## src/rtl/ps2_rx_fifo.sv

```systemverilog
// rtl/ps2_rx_fifo.sv - PS/2 keyboard receiver with deglitch, frame timeout and FWFT scan-code FIFO
// Optional: define PS2_RX_PARITY_CHECK_EN to reject frames with bad odd parity.
module ps2_rx_fifo #(
  parameter int DEPTH          = 8,
  parameter int SYNC_STAGES    = 2,
  parameter int FILTER_LEN     = 4,
  parameter int TIMEOUT_CYCLES = 4096
) (
  input  logic                       clk,
  input  logic                       rst,
  input  logic                       ps2_clk,
  input  logic                       ps2_data,
  input  logic                       rd,
  output logic [7:0]                 data,
  output logic                       ready,
  output logic [$clog2(DEPTH+1)-1:0] count,
  output logic                       overflow,
  output logic                       frame_err
);

  localparam int AW = $clog2(DEPTH);
  localparam int CW = $clog2(DEPTH + 1);
  localparam int FW = $clog2(FILTER_LEN + 1);
  localparam int TW = $clog2(TIMEOUT_CYCLES + 1);

  typedef enum logic [1:0] {S_IDLE, S_DATA, S_PARITY, S_STOP} state_t;

  logic [SYNC_STAGES-1:0] r_clk_sync;
  logic [SYNC_STAGES-1:0] r_dat_sync;
  logic                   r_filt;
  logic                   r_filt_prev;
  logic [FW-1:0]          r_filt_cnt;

  state_t                 r_state;
  logic [2:0]             r_bitcnt;
  logic [7:0]             r_shift;
  logic [TW-1:0]          r_timer;
  logic                   r_push_req;
  logic [7:0]             r_push_data;
  logic                   r_frame_err;
`ifdef PS2_RX_PARITY_CHECK_EN
  logic                   r_par;
`endif

  logic [7:0]             r_mem [DEPTH];
  logic [AW-1:0]          r_wptr;
  logic [AW-1:0]          r_rptr;
  logic [CW-1:0]          r_count;
  logic                   r_ovf;

  logic w_clk_s;
  logic w_bit_in;
  logic w_edge;
  logic w_frame_ok;
  logic w_pop;
  logic w_push;
  logic w_drop;

  assign w_clk_s  = r_clk_sync[SYNC_STAGES-1];
  assign w_bit_in = r_dat_sync[SYNC_STAGES-1];
  assign w_edge   = r_filt_prev & ~r_filt;

`ifdef PS2_RX_PARITY_CHECK_EN
  assign w_frame_ok = w_bit_in & (^{r_shift, r_par});
`else
  assign w_frame_ok = w_bit_in;
`endif

  // Filtered clock flips only after FILTER_LEN consecutive samples disagree with it.
  always_ff @(posedge clk) begin
    if (rst) begin
      r_clk_sync  <= '1;
      r_dat_sync  <= '1;
      r_filt      <= 1'b1;
      r_filt_prev <= 1'b1;
      r_filt_cnt  <= '0;
    end else begin
      r_clk_sync  <= {r_clk_sync[SYNC_STAGES-2:0], ps2_clk};
      r_dat_sync  <= {r_dat_sync[SYNC_STAGES-2:0], ps2_data};
      r_filt_prev <= r_filt;
      if (w_clk_s == r_filt) begin
        r_filt_cnt <= '0;
      end else if (r_filt_cnt == FW'(FILTER_LEN - 1)) begin
        r_filt     <= w_clk_s;
        r_filt_cnt <= '0;
      end else begin
        r_filt_cnt <= r_filt_cnt + 1'b1;
      end
    end
  end

  always_ff @(posedge clk) begin
    r_push_req  <= 1'b0;
    r_frame_err <= 1'b0;
    if (rst) begin
      r_state     <= S_IDLE;
      r_bitcnt    <= '0;
      r_shift     <= '0;
      r_timer     <= '0;
      r_push_data <= '0;
`ifdef PS2_RX_PARITY_CHECK_EN
      r_par       <= 1'b0;
`endif
    end else if (r_state == S_IDLE) begin
      r_timer <= '0;
      if (w_edge && !w_bit_in) begin
        r_state  <= S_DATA;
        r_bitcnt <= '0;
      end
    end else if (w_edge) begin
      r_timer <= '0;
      case (r_state)
        S_DATA: begin
          r_shift <= {w_bit_in, r_shift[7:1]};
          if (r_bitcnt == 3'd7) r_state <= S_PARITY;
          else                  r_bitcnt <= r_bitcnt + 1'b1;
        end
        S_PARITY: begin
`ifdef PS2_RX_PARITY_CHECK_EN
          r_par   <= w_bit_in;
`endif
          r_state <= S_STOP;
        end
        S_STOP: begin
          if (w_frame_ok) begin
            r_push_req  <= 1'b1;
            r_push_data <= r_shift;
          end else begin
            r_frame_err <= 1'b1;
          end
          r_state <= S_IDLE;
        end
        default: r_state <= S_IDLE;
      endcase
    end else if (r_timer == TW'(TIMEOUT_CYCLES - 1)) begin
      r_state     <= S_IDLE;
      r_frame_err <= 1'b1;
    end else begin
      r_timer <= r_timer + 1'b1;
    end
  end

  // A full FIFO still accepts a push when the head is popped in the same cycle.
  assign w_pop  = rd & (r_count != '0);
  assign w_push = r_push_req & ((r_count != CW'(DEPTH)) | w_pop);
  assign w_drop = r_push_req & ~w_push;

  always_ff @(posedge clk) begin
    if (rst) begin
      for (int i = 0; i < DEPTH; i++) r_mem[i] <= '0;
      r_wptr  <= '0;
      r_rptr  <= '0;
      r_count <= '0;
      r_ovf   <= 1'b0;
    end else begin
      if (w_push) begin
        r_mem[r_wptr] <= r_push_data;
        r_wptr        <= r_wptr + 1'b1;
      end
      if (w_pop) r_rptr <= r_rptr + 1'b1;
      if (w_push && !w_pop)      r_count <= r_count + 1'b1;
      else if (!w_push && w_pop) r_count <= r_count - 1'b1;
      if (w_drop)     r_ovf <= 1'b1;
      else if (w_pop) r_ovf <= 1'b0;
    end
  end

  assign data      = r_mem[r_rptr];
  assign ready     = (r_count != '0);
  assign count     = r_count;
  assign overflow  = r_ovf;
  assign frame_err = r_frame_err;

endmodule

```

## config.mk

```make
export PLATFORM = sky130hd
export DESIGN_NAME = ps2_rx_fifo
export DESIGN_NICKNAME = d
export VERILOG_FILES = /design/src/rtl/ps2_rx_fifo.sv
export SDC_FILE = /design/constraint.sdc
export NUM_CORES = 1
export LEC_CHECK = 0
export ABC_CLOCK_PERIOD_IN_PS = 2850
export BUFFER_PORTS_ARGS = -buffer_cell sky130_fd_sc_hd__buf_2
export CAP_MARGIN = 20
export CORE_MARGIN = 2
export CORE_UTILIZATION = 41
export CTS_CLUSTER_SIZE = 20
export DETAILED_ROUTE_END_ITERATION = 10
export PLACE_DENSITY = 0.58
export SLEW_MARGIN = 20
export SYNTH_ARGS = -nofsm -noshare
export SYNTH_HDL_FRONTEND = slang
export SYNTH_SLANG_ARGS = --single-unit
```

## constraint.sdc

```tcl
create_clock -name clk -period 2.85 [get_ports clk]
set_input_delay 0 -clock clk [delete_from_list [all_inputs] [get_ports clk]]
set_output_delay 0 -clock clk [all_outputs]
set_load 0.05 [all_outputs]
```

==> results of run 1 <==
[worst paths after layout]
check	startpoint	endpoint	slack, ps
setup / recovery	count[2]	count[3]	180
hold / removal	rd	overflow	60
setup reg to reg	count[2]	count[3]	180
hold reg to reg	r_dat_sync[0]	r_dat_sync[1]	410
[where the power goes]
part,internal (mW),switching [mW]
clock,1.40,0.792
combinational,0.316,0.534
sequential,1.95,0.0522
total,3.67,1.38
[layout make-up]
class | instances | area share, %
clock buffer | 19 | 6.87
tap | 176 | 3.41
inverter | 7 | 0.407
clock inverter | 13 | 2.60
sequential | 123 | 48.2
multi-input combinational | 289 | 35.9
timing repair buffer | 28 | 2.64
[sequential cells by signal, summed over array words and instances (netlist names), named ones only]
register,cells
r_filt_prev,1
r_push_req,1
r_wptr,3
r_dat_sync,2
r_clk_sync,2
overflow,1
r_push_data,8
r_filt_cnt,3
r_bitcnt,3
r_state,2
count,4
r_timer,13
r_filt,1
r_mem,64
r_shift,8
frame_err,1
r_rptr,3
[critical path, stage by stage, from the launching register on]
cell      delay, ps
dfxtp_2         330
or3_1           540
o21ai_4         220
inv_1            60
ha_1            190
inv_1           130
ha_1            290
a21oi_1         210
a211oi_1        100
a31oi_1         160
mux2_2          340
[through the flow]
step | cells | setup slack [ps] | hold slack, ps | utilization (%)
after floorplan | 436 | 39.4 | 104 | -
after global placement | 620 | 255 | 184 | 44.1
after detailed placement | 620 | 195 | 186 | 44.1
after CTS | 655 | 183 | 55.2 | 48.9
after global routing | 655 | 13.0 | 86.0 | 48.9
final | 655 | 183 | 60.9 | 48.9
[timing repair]
item                                    CTS  global route
endpoints found under the hold margin     4             0
hold buffers                              3             0
endpoints found under the setup margin    0             0
[per-layer routing]
metal	vias up	routed length (um)	part of all wire [%]	GRT usage, %
met2	49	5380	51	27.9
met4	0	128	1.2	5.29
met1	1621	4670	44	19.3
li1	1638	-	-	-
met5	-	0	0	0
met3	15	349	3.3	3.99
[cells in the final DEF, fill, tap and decap left out, drive strengths merged, types with 6 or more instances in the layout]
master	count
mux2	9
buf	25
clkbuf	19
ha	14
mux4	16
or2	15
nor3	9
inv	8
xor2	6
dfxtp	59
nor2	48
a21oi	11
edfxtp	64
nand2	8
and2	65
mux2i	21
[kinds of logic after synthesis]
family                   after synthesis  synth area share [%]
AND/OR/NAND/NOR                      181                  19.8
multiplexers                          46                  12.2
XOR/XNOR                               8                  1.27
flip-flops                           123                  56.2
adder cells (fa/ha/maj)               15                  3.53
buffers and inverters                 24                  1.90
AO/OA/AOI/OAI                         39                  5.19
==> results.md, run 1 <==
- Die Wd: 120 um
- Ant. Diodes: 0
- Path depth of the worst reg2reg path: 10
- Syn nets: between 400 and 500
- Post-synth ARST share: 0%
- Max Clock Freq: between 300 and 400 MHz
- DP Area: 5810 sq um
- Die height: 120 um
- Peak supply drop: between 0.3 and 0.4 mV
- EDFF count, synth: 64
- Top FF cell, synth: edfxtp_1
- Overall Power: 5.04 mW
- Endpoints failing setup: 0
- Initial antenna violation count: 0
- Top-count cell post-synth: and2_1
- Mapped Area: 5520 sq um
- CP startpoint kind: register
- Initial Util: 41.9%
- Reg area: 3110 sq um
- Kind of critical path: reg2reg
- Slew at the pin with the worst max-slew slack: 690 ps
- Vias in the first global route: 3,436
- Worst-path clk slew: 50 ps
- Setup TNS: 0 ps
- Gr usage total: between 10% and 20%
- P_leak: about 2.3 nW
- Post-synthesis sequential area ratio: 56.2%
- Mean post-synth cell area: 12.7 sq um
- Final Hold Viols: 0
- Share of layout cells above drive strength 1: between 20% and 30%
- Post-CTS Setup Bufs: 0
- Max H-tree Level: 4
- Area of the multi-input gates: roughly 2300 sq um
- TritonCTS Buffers: 17
- Placeable Area: 13,200 sq um
- Hold Crit Depth: 5
- Period utilization: 93.6%
- CTS tree: done
- DRC violation count after routing: 0
- Fill cell count: 1,185
- GP Congestion: approximately 0.77
- PD cells: slightly below 800 nW/um^2
- IO Port Bufs: 19
- Routed WL: 10.5 mm
- RSZ-0062 raised after global routing: no
- Critical Path Sink Type: register
- Iteration-0 DRC Markers: 181
- Crit path DAT: 2960 ps
- Post-Syn Instances: around 440
- Setup Skew: 13.7 ps
- Vias: 3,323
- WP data required: between 3000 and 4000 ps
- # clock sinks: around 120
- Die area: 14,400 sq um
- Largest net degree at the start of global routing: 47
- Synth cell types: 57
- Antenna Nets Post-Route: 0
- Clk_lat worst skew: slightly above 400 ps
- Vias per inst: between 5 and 6
- Post-synth top area cell: edfxtp_1
- Status: complete, no violations
- First-pass GRT wire length: between 15 and 20 mm
- Crit path time final: between 2000 and 3000 ps
- Top cells by area, synth: edfxtp_1 35%, dfxtp_1 21%, and2_1 7.4%, mux4_2 6.5%, mux2i_1 3.8%
- Slew Limit Fails: 0
- Critical path peak fanout: 7
- Maxcap violations: 0
- Number of cell rows: 42
- Clk buf depth: 2
- Seq cells post-synth: 123
- Routed wire per std cell: 16.1 um
- Aggregate global routing overflow: 0
- Final #Nets: between 400 and 500
- Hold WC Path Type: in2reg
- Share of the synthesized area in the top cell type: 34.8%
- Resized Gates After CTS: 0
- DPL Wire Length: 6.87 mm
- Post-synth top cells: 65 x and2_1, 64 x edfxtp_1, 59 x dfxtp_1
- Post-layout instance area: 6450 sq um
- Initial DRT Pass Iterations: 4
- Root Driver: clkbuf_16
- Layout area overhead: 16.8%
- Top Ports: 20
- Slew HR: 53.8%
- Synth warn: 0
(Power assumes the default switching activity.)
==> run 2: changes to the inputs <==
--- a/config.mk
+++ b/config.mk
@@ -13,6 +13,7 @@
 export CTS_CLUSTER_SIZE = 20
 export DETAILED_ROUTE_END_ITERATION = 10
 export PLACE_DENSITY = 0.58
+export SETUP_SLACK_MARGIN = 0.5
 export SLEW_MARGIN = 20
 export SYNTH_ARGS = -nofsm -noshare
 export SYNTH_HDL_FRONTEND = slang
==> run 2 against run 1 <==
Compared with the run above: the run now ends with negative hold slack left; die area did not move; routed wire length rose by 1.3%; critical path depth did not move; worst setup slack improved by 360 ps; hold slack got worse by 77 ps; flip-flop and latch count did not move; total power rose by 1.9%; maximum frequency rose by 16%; largest cell class unchanged.
==> results.md, run 2 (synthesis results as in run 1) <==
- Worst path cell trace: or3_4 -> o21ai_4 -> inv_2 -> ha_4 -> inv_4 -> ha_4 -> a21oi_4 -> a211oi_2 -> a31oi_1 -> mux2_2
- Comb power frac: 18.7% (+1.8 points)
- Final Hold Viols: 1 (+1)
- Worst-path clk slew: 60 ps (about the same)
- Vias in the first global route: 3,337 (-2.9%)
- Setup TNS: 0 ps (unchanged)
- Setup Skew: 10.2 ps (-3.45 ps)
- Worst Path Buf+Inv: 2 (unchanged)
- TritonCTS Buffers: 17 (unchanged)
- Period utilization: 80.9% (-13 points)
- Initial DRT Pass Iterations: 4 (unchanged)
- Critical Path Sink Type: register
- DPL Wire Length: 7.09 mm (+3.1%)
- Fin Hold WS: -16.2 ps (-77.1 ps)
- Pint: 3.73 mW (+1.7%)
- Slew at the pin with the worst max-slew slack: 843 ps (+152 ps)
- Critical path's top delay family: compound AO/OA/AOI/OAI gates
- Path depth of the worst reg2reg path: 10 (unchanged)
- Die Wd: 120 um (unchanged)
- Aggregate global routing overflow: 0 (unchanged)
- Largest register FFs: 64 (unchanged)
- Routed wire per std cell: 16.2 um (+0.49%)
- Slew HR: 43.7% (-10 points)
- Gr usage total: 15.9% (-0.063 points)
- Most frequent cells in the layout: 65 x and2_1, 64 x edfxtp_1, 55 x dfxtp_1
- CTS tree: done
- Status: finished with violations
- Placed Cells: 619 (-0.16%)
- Ant. Diodes: 0 (unchanged)
- GP Congestion: 0.773 (about the same)
- Antenna Nets Post-Route: 0 (unchanged)
- DR WL met3: 294 um (-16%)
- CP most frequent cell: ha_4
- NetSw: 1.41 mW (+2.4%)
- R2r startpoint: count[0]
- Flop pwr share: 39.4% (-0.3 points)
- Final #Nets: 492 (+1.2%)
- CP startpoint: count[0]
- Die height: 120 um (unchanged)
- Clk buf depth: 2 (unchanged)
- Max H-tree Level: 4 (unchanged)
- Largest Register: r_mem
- Metal-1 WL: 5.01 mm (+7.3%)
- Largest net degree at the start of global routing: 28 (-40%)
- Top Ports: 20 (unchanged)
- Vias per inst: 5.04 (-0.61%)
- Critical path peak fanout: 5 (-2)
- P_leak: 2.32 nW (+1.2%)
- Crit path DAT: 2590 ps (-370 ps)
- Clk_lat worst skew: 410 ps (about the same)
- CP startpoint kind: register
- Area of the multi-input gates: 2370 sq um (+2.5%)
- Worst reg2reg setup slack: 540 ps (+360 ps)
- Final Util: 49.6% (+0.72 points)
- Regs by FF count: r_mem: 64 flops, r_timer: 13 flops
- Crit path largest cell delay: 430 ps (-110 ps)
- Top sig layer: met4
- Share of layout cells above drive strength 1: 25.4% (+2.7 points)
- Commonest non-fill, non-tap cell in the layout: and2_1
- Met2 WL: 5.29 mm (-1.7%)
- # clock sinks: 123 (unchanged)
- WP data required: 3130 ps (-20 ps)
- Routed WL: 10.7 mm (+1.3%)
- Initial Util: 41.9% (unchanged)
- Stages on worst setup path: 10 (unchanged)
- Initial antenna violation count: 0 (unchanged)
- Hold Crit Depth: 4 (-1)
- Endpoints failing setup: 0 (unchanged)
- PD cells: 785 nW/um^2 (+0.40%)
- Max Clock Freq: 434 MHz (+16%)
- Peak supply drop: 0.502 mV (+50%)
- Slew Limit Fails: 0 (unchanged)
- Maxcap violations: 0 (unchanged)
- IO Port Bufs: 19 (unchanged)
- Hold WC Path Type: in2reg
- Fill cell count: 1,159 (-2.2%)
- Finished Layout Cells: 660 (+0.76%)
- Vias: 3,328 (+0.15%)
- Reg area: 3110 sq um (+0.16%)
- Violated checks: negative hold slack
- Placeable Area: 13,200 sq um (unchanged)
- DRC violation count after routing: 0 (unchanged)
- RSZ-0062 raised after global routing: yes
- First-pass GRT wire length: 17.5 mm (-0.86%)
- CP max-delay cell: or3_4
- Sw Ratio: 27.5% (+0.15 points)
- Iteration-0 DRC Markers: 223 (+23%)
- Min-delay src: rd
- Layout area overhead: 18.5%
- Clk pwr share: 41.9% (-1.6 points)
- Die area: 14,400 sq um (unchanged)
- Crit path time final: 2310 ps (-362 ps)
- Number of cell rows: 42 (unchanged)
- Kind of critical path: reg2reg
- Root Driver: clkbuf_16
==> run 2: cell count changes in the layout (fill, tap and decap cells not counted), moves of 2 or more <==
cell     previous run  this run
buf_4               6        13
dfxtp_2             4         2
dfxtp_4             0         2
ha_1               14        12
ha_4                0         2
inv_1               7         5
==> run 2: power groups by stage <==
stage,Sequential (mW),Combinational (mW),Clock [mW]
after CTS,2.03,0.911,2.18
after detailed placement,2.06,0.850,0
after global routing,2.04,1.04,2.28
after floorplan,2.10,0.657,0
after global placement,2.06,0.841,0
final,2.02,0.960,2.15
==> run 2: tightest hold or removal path: cells and delay by family <==
family | cells | cell delay, ps
AO/OA/AOI/OAI | 2 | 150
buffers and inverters | 1 | 130
AND/OR/NAND/NOR | 1 | 80
==> run 2: area by class of cell <==
cell class	instances	share of cell area, %
Clock buffer	17	6.50
Multi-Input combinational cell	289	36.3
Timing Repair Buffer	34	3.25
Tap cell	176	3.36
Clock inverter	14	2.62
Sequential cell	123	47.6
Inverter	7	0.440
==> run 2: final timing paths <==
check                                endpoint
worst max-delay path                 count[3]
worst max register to register       count[3]
worst min-delay path                 overflow
worst min register to register  r_clk_sync[1]
==> run 2: through the flow <==
step	total power, mW	area [sq um]	setup WS [ps]	hold WS (ps)
detailed placement	2.91	5830	294	187
finish	5.14	6550	545	-16.2
global placement	2.90	5830	346	183
floorplan	2.75	5550	201	104
CTS	5.12	6480	519	9.88
global route	5.35	6550	458	7.20
==> run 2: routing by layer <==
| layer | vias up | global-route usage (%) |
|---|---|---|
| met3 | 7 | 4.47 |
| met1 | 1637 | 20.6 |
| met4 | 0 | 3.53 |
| met5 | - | 0 |
| li1 | 1646 | - |
| met2 | 38 | 26.7 |
==> run 2: repair_timing <==
| item | 4_1_cts | 5_1_grt |
|---|---|---|
| setup buffers | 2 | 6 |
| endpoints found under the setup margin | 2 | 1 |
| hold endpoints to repair | 2 | 0 |
| pin swaps | 1 | 5 |
| gates resized for setup | 4 | 4 |
| hold buffers | 2 | 0 |
==> run 3: changes to the inputs <==
--- a/config.mk
+++ b/config.mk
@@ -5,7 +5,7 @@
 export SDC_FILE = /design/constraint.sdc
 export NUM_CORES = 1
 export LEC_CHECK = 0
-export ABC_CLOCK_PERIOD_IN_PS = 2850
+export ABC_CLOCK_PERIOD_IN_PS = 1900
 export BUFFER_PORTS_ARGS = -buffer_cell sky130_fd_sc_hd__buf_2
 export CAP_MARGIN = 20
 export CORE_MARGIN = 2
==> constraint.sdc (replaced) <==
create_clock -name clk -period 1.9 [get_ports clk]
set_input_delay 0 -clock clk [delete_from_list [all_inputs] [get_ports clk]]
set_output_delay 0 -clock clk [all_outputs]
set_load 0.05 [all_outputs]
==> run 3 against run 2 <==
Compared with the run above: the flow finishes with violations (negative setup slack); total power increased by 55%; maximum frequency increased by 3.3%; cell count increased by 8.5%; largest power group is now registers.
==> results.md, run 3 (synthesis results as in run 1) <==
- Number of cell rows: 42 (unchanged)
- Crit path largest cell delay: 420 ps (about the same)
- Commonest non-fill, non-tap cell in the layout: and2_1
- Slew HR: 62.7% (+19 points)
- P_leak: 2.76 nW (+19%)
- Worst-path clk slew: 50 ps (about the same)
- Largest register FFs: 64 (unchanged)
- DPL Wire Length: 7.17 mm (+1.2%)
- Die area: 14,400 sq um (unchanged)
- Slew at the pin with the worst max-slew slack: 559 ps (-283 ps)
- Endpoints failing setup: 74 (+74)
- Initial DRT Pass Iterations: 4 (unchanged)
- Kind of critical path: reg2reg
- # clock sinks: 123 (unchanged)
- Largest net degree at the start of global routing: 28 (unchanged)
- Setup TNS: -14,330 ps (-14,330 ps)
- Placed Cells: 646 (+4.4%)
- Final #Nets: 547 (+11%)
- Violated checks: negative setup slack
- Period utilization: 118% (+37 points)
- RSZ-0062 raised after global routing: yes
- Iteration-0 DRC Markers: 200 (-10%)
- CP max-delay cell: or3_4
- Final Hold Viols: 0 (-1)
- Initial Util: 41.9% (unchanged)
- Vias: 3,586 (+7.8%)
- Initial antenna violation count: 0 (unchanged)
- Regs by FF count: r_mem: 64 flops, r_timer: 13 flops
- Post-Place Setup Slack: -413 ps (-707 ps)
- Gr usage total: 16.9% (+0.96 points)
- DP Area: 6180 sq um (+6.1%)
- Critical path peak fanout: 3 (-2)
- Worst Path Buf+Inv: 2 (unchanged)
- Finished Layout Cells: 716 (+8.5%)
- Critical Path Sink Type: register
- CP startpoint kind: register
- Setup Skew: 10.1 ps (-0.124 ps)
- Worst path cell trace: or3_4 -> o21ai_4 -> inv_2 -> ha_4 -> inv_4 -> ha_4 -> a21oi_4 -> a211oi_2 -> a31oi_1 -> mux2_2
- Max Clock Freq: 448 MHz (+3.3%)
- CTS tree: done
- WP data required: 2190 ps (-940 ps)
- PD cells: 1060 nW/um^2 (+35%)
- Vias in the first global route: 3,607 (+8.1%)
- CP most frequent cell: ha_4
- Routed WL: 11.6 mm (+8.6%)
- Die height: 120 um (unchanged)
- Die Wd: 120 um (unchanged)
- Critical path's top delay family: compound AO/OA/AOI/OAI gates
- Clk_lat worst skew: 410 ps (about the same)
- Max H-tree Level: 4 (unchanged)
- Slew Limit Fails: 0 (unchanged)
- Peak supply drop: 0.888 mV (+77%)
- Top Ports: 20 (unchanged)
- Fill cell count: 1,087 (-6.2%)
- Layout area overhead: 36.0%
- Routed wire per std cell: 16.2 um (+0.11%)
- GP Congestion: 0.762 (-1.4%)
- Share of layout cells above drive strength 1: 43.7% (+18 points)
- Antenna Nets Post-Route: 0 (unchanged)
- Post-layout instance area: 7510 sq um (+15%)
- Clk buf depth: 2 (unchanged)
- Crit path time final: 2230 ps (-72.8 ps)
- Maxcap violations: 0 (unchanged)
- Ant. Diodes: 0 (unchanged)
- Aggregate global routing overflow: 0 (unchanged)
- Most frequent cells in the layout: 65 x and2_1, 64 x edfxtp_1, 42 x nor2_1
- Largest Register: r_mem
- Hold WC Path Type: in2reg
- Final critical-path setup slack: -333 ps (-877 ps)
- First-pass GRT wire length: 18.4 mm (+5.2%)
- Vias per inst: 5.01 (-0.68%)
- Root Driver: clkbuf_16
- IO Port Bufs: 19 (unchanged)
- Placeable Area: 13,200 sq um (unchanged)
- Status: finished with violations
- DRC violation count after routing: 0 (unchanged)
- TritonCTS Buffers: 17 (unchanged)
- Crit path DAT: 2530 ps (-60 ps)
## run 3: where the power goes
part	switching [mW]	leakage [nW]	internal (mW)
Sequential	0.0782	1.11	2.93
Clock	1.08	0.270	1.89
Combinational	0.987	1.38	0.998
Total	2.15	2.76	5.81
## run 3: layer usage
layer  GRT usage (%)  wire (um)  share of wire (%)  vias up
met5               0          0                  0        -
met4            5.07        120                1.0        0
met3            5.23        299                2.6       10
met2            28.9       6180                 53       42
met1            20.4       4980                 43     1769
li1                -          -                  -     1765
## run 3: worst register-to-register path, cell delays in order, from the launching register on
cell	delay [ps]
dfxtp_2	310
or3_4	420
o21ai_4	170
inv_2	60
ha_4	170
inv_4	60
ha_4	210
a21oi_4	140
a211oi_2	80
a31oi_1	160
mux2_2	340
## run 3: worst paths after layout
check / from / to / slack, ps / cells after the start
min reg2reg: r_dat_sync[0] / r_dat_sync[1] / 410 / 1
max reg2reg: count[1] / count[3] / -330 / 10
min: rd / r_rptr[2] / 50 / 4
max: count[1] / count[3] / -330 / 10
## run 3: timing repair
action	in CTS	in global routing
hold buffers	2	0
gates resized for setup	79	41
buffers inserted	25	9
endpoints found under the hold margin	2	0
gates cloned	2	0
setup endpoints to repair	182	184
pin swaps	30	24
## run 3: area by class of cell
cell class                 instances  area (sq um)  share of cell area [%]
sequential                       123          3150                    41.9
clock inverter                     8          70.1                   0.933
inverter                           7          28.8                   0.383
clock buffer                      24           482                    6.41
multi-input combinational        289          2730                    36.3
tap                              176           220                    2.93
timing repair buffer              89           833                    11.1
## run 3: metrics by stage
stage	utilization, %	total power, mW	hold WS, ps
floorplan	-	4.26	104
global placement	46.9	4.55	186
detailed placement	46.9	4.57	189
CTS	55.2	7.96	13.7
global route	56.9	8.29	67.4
finish	56.9	7.96	46.5
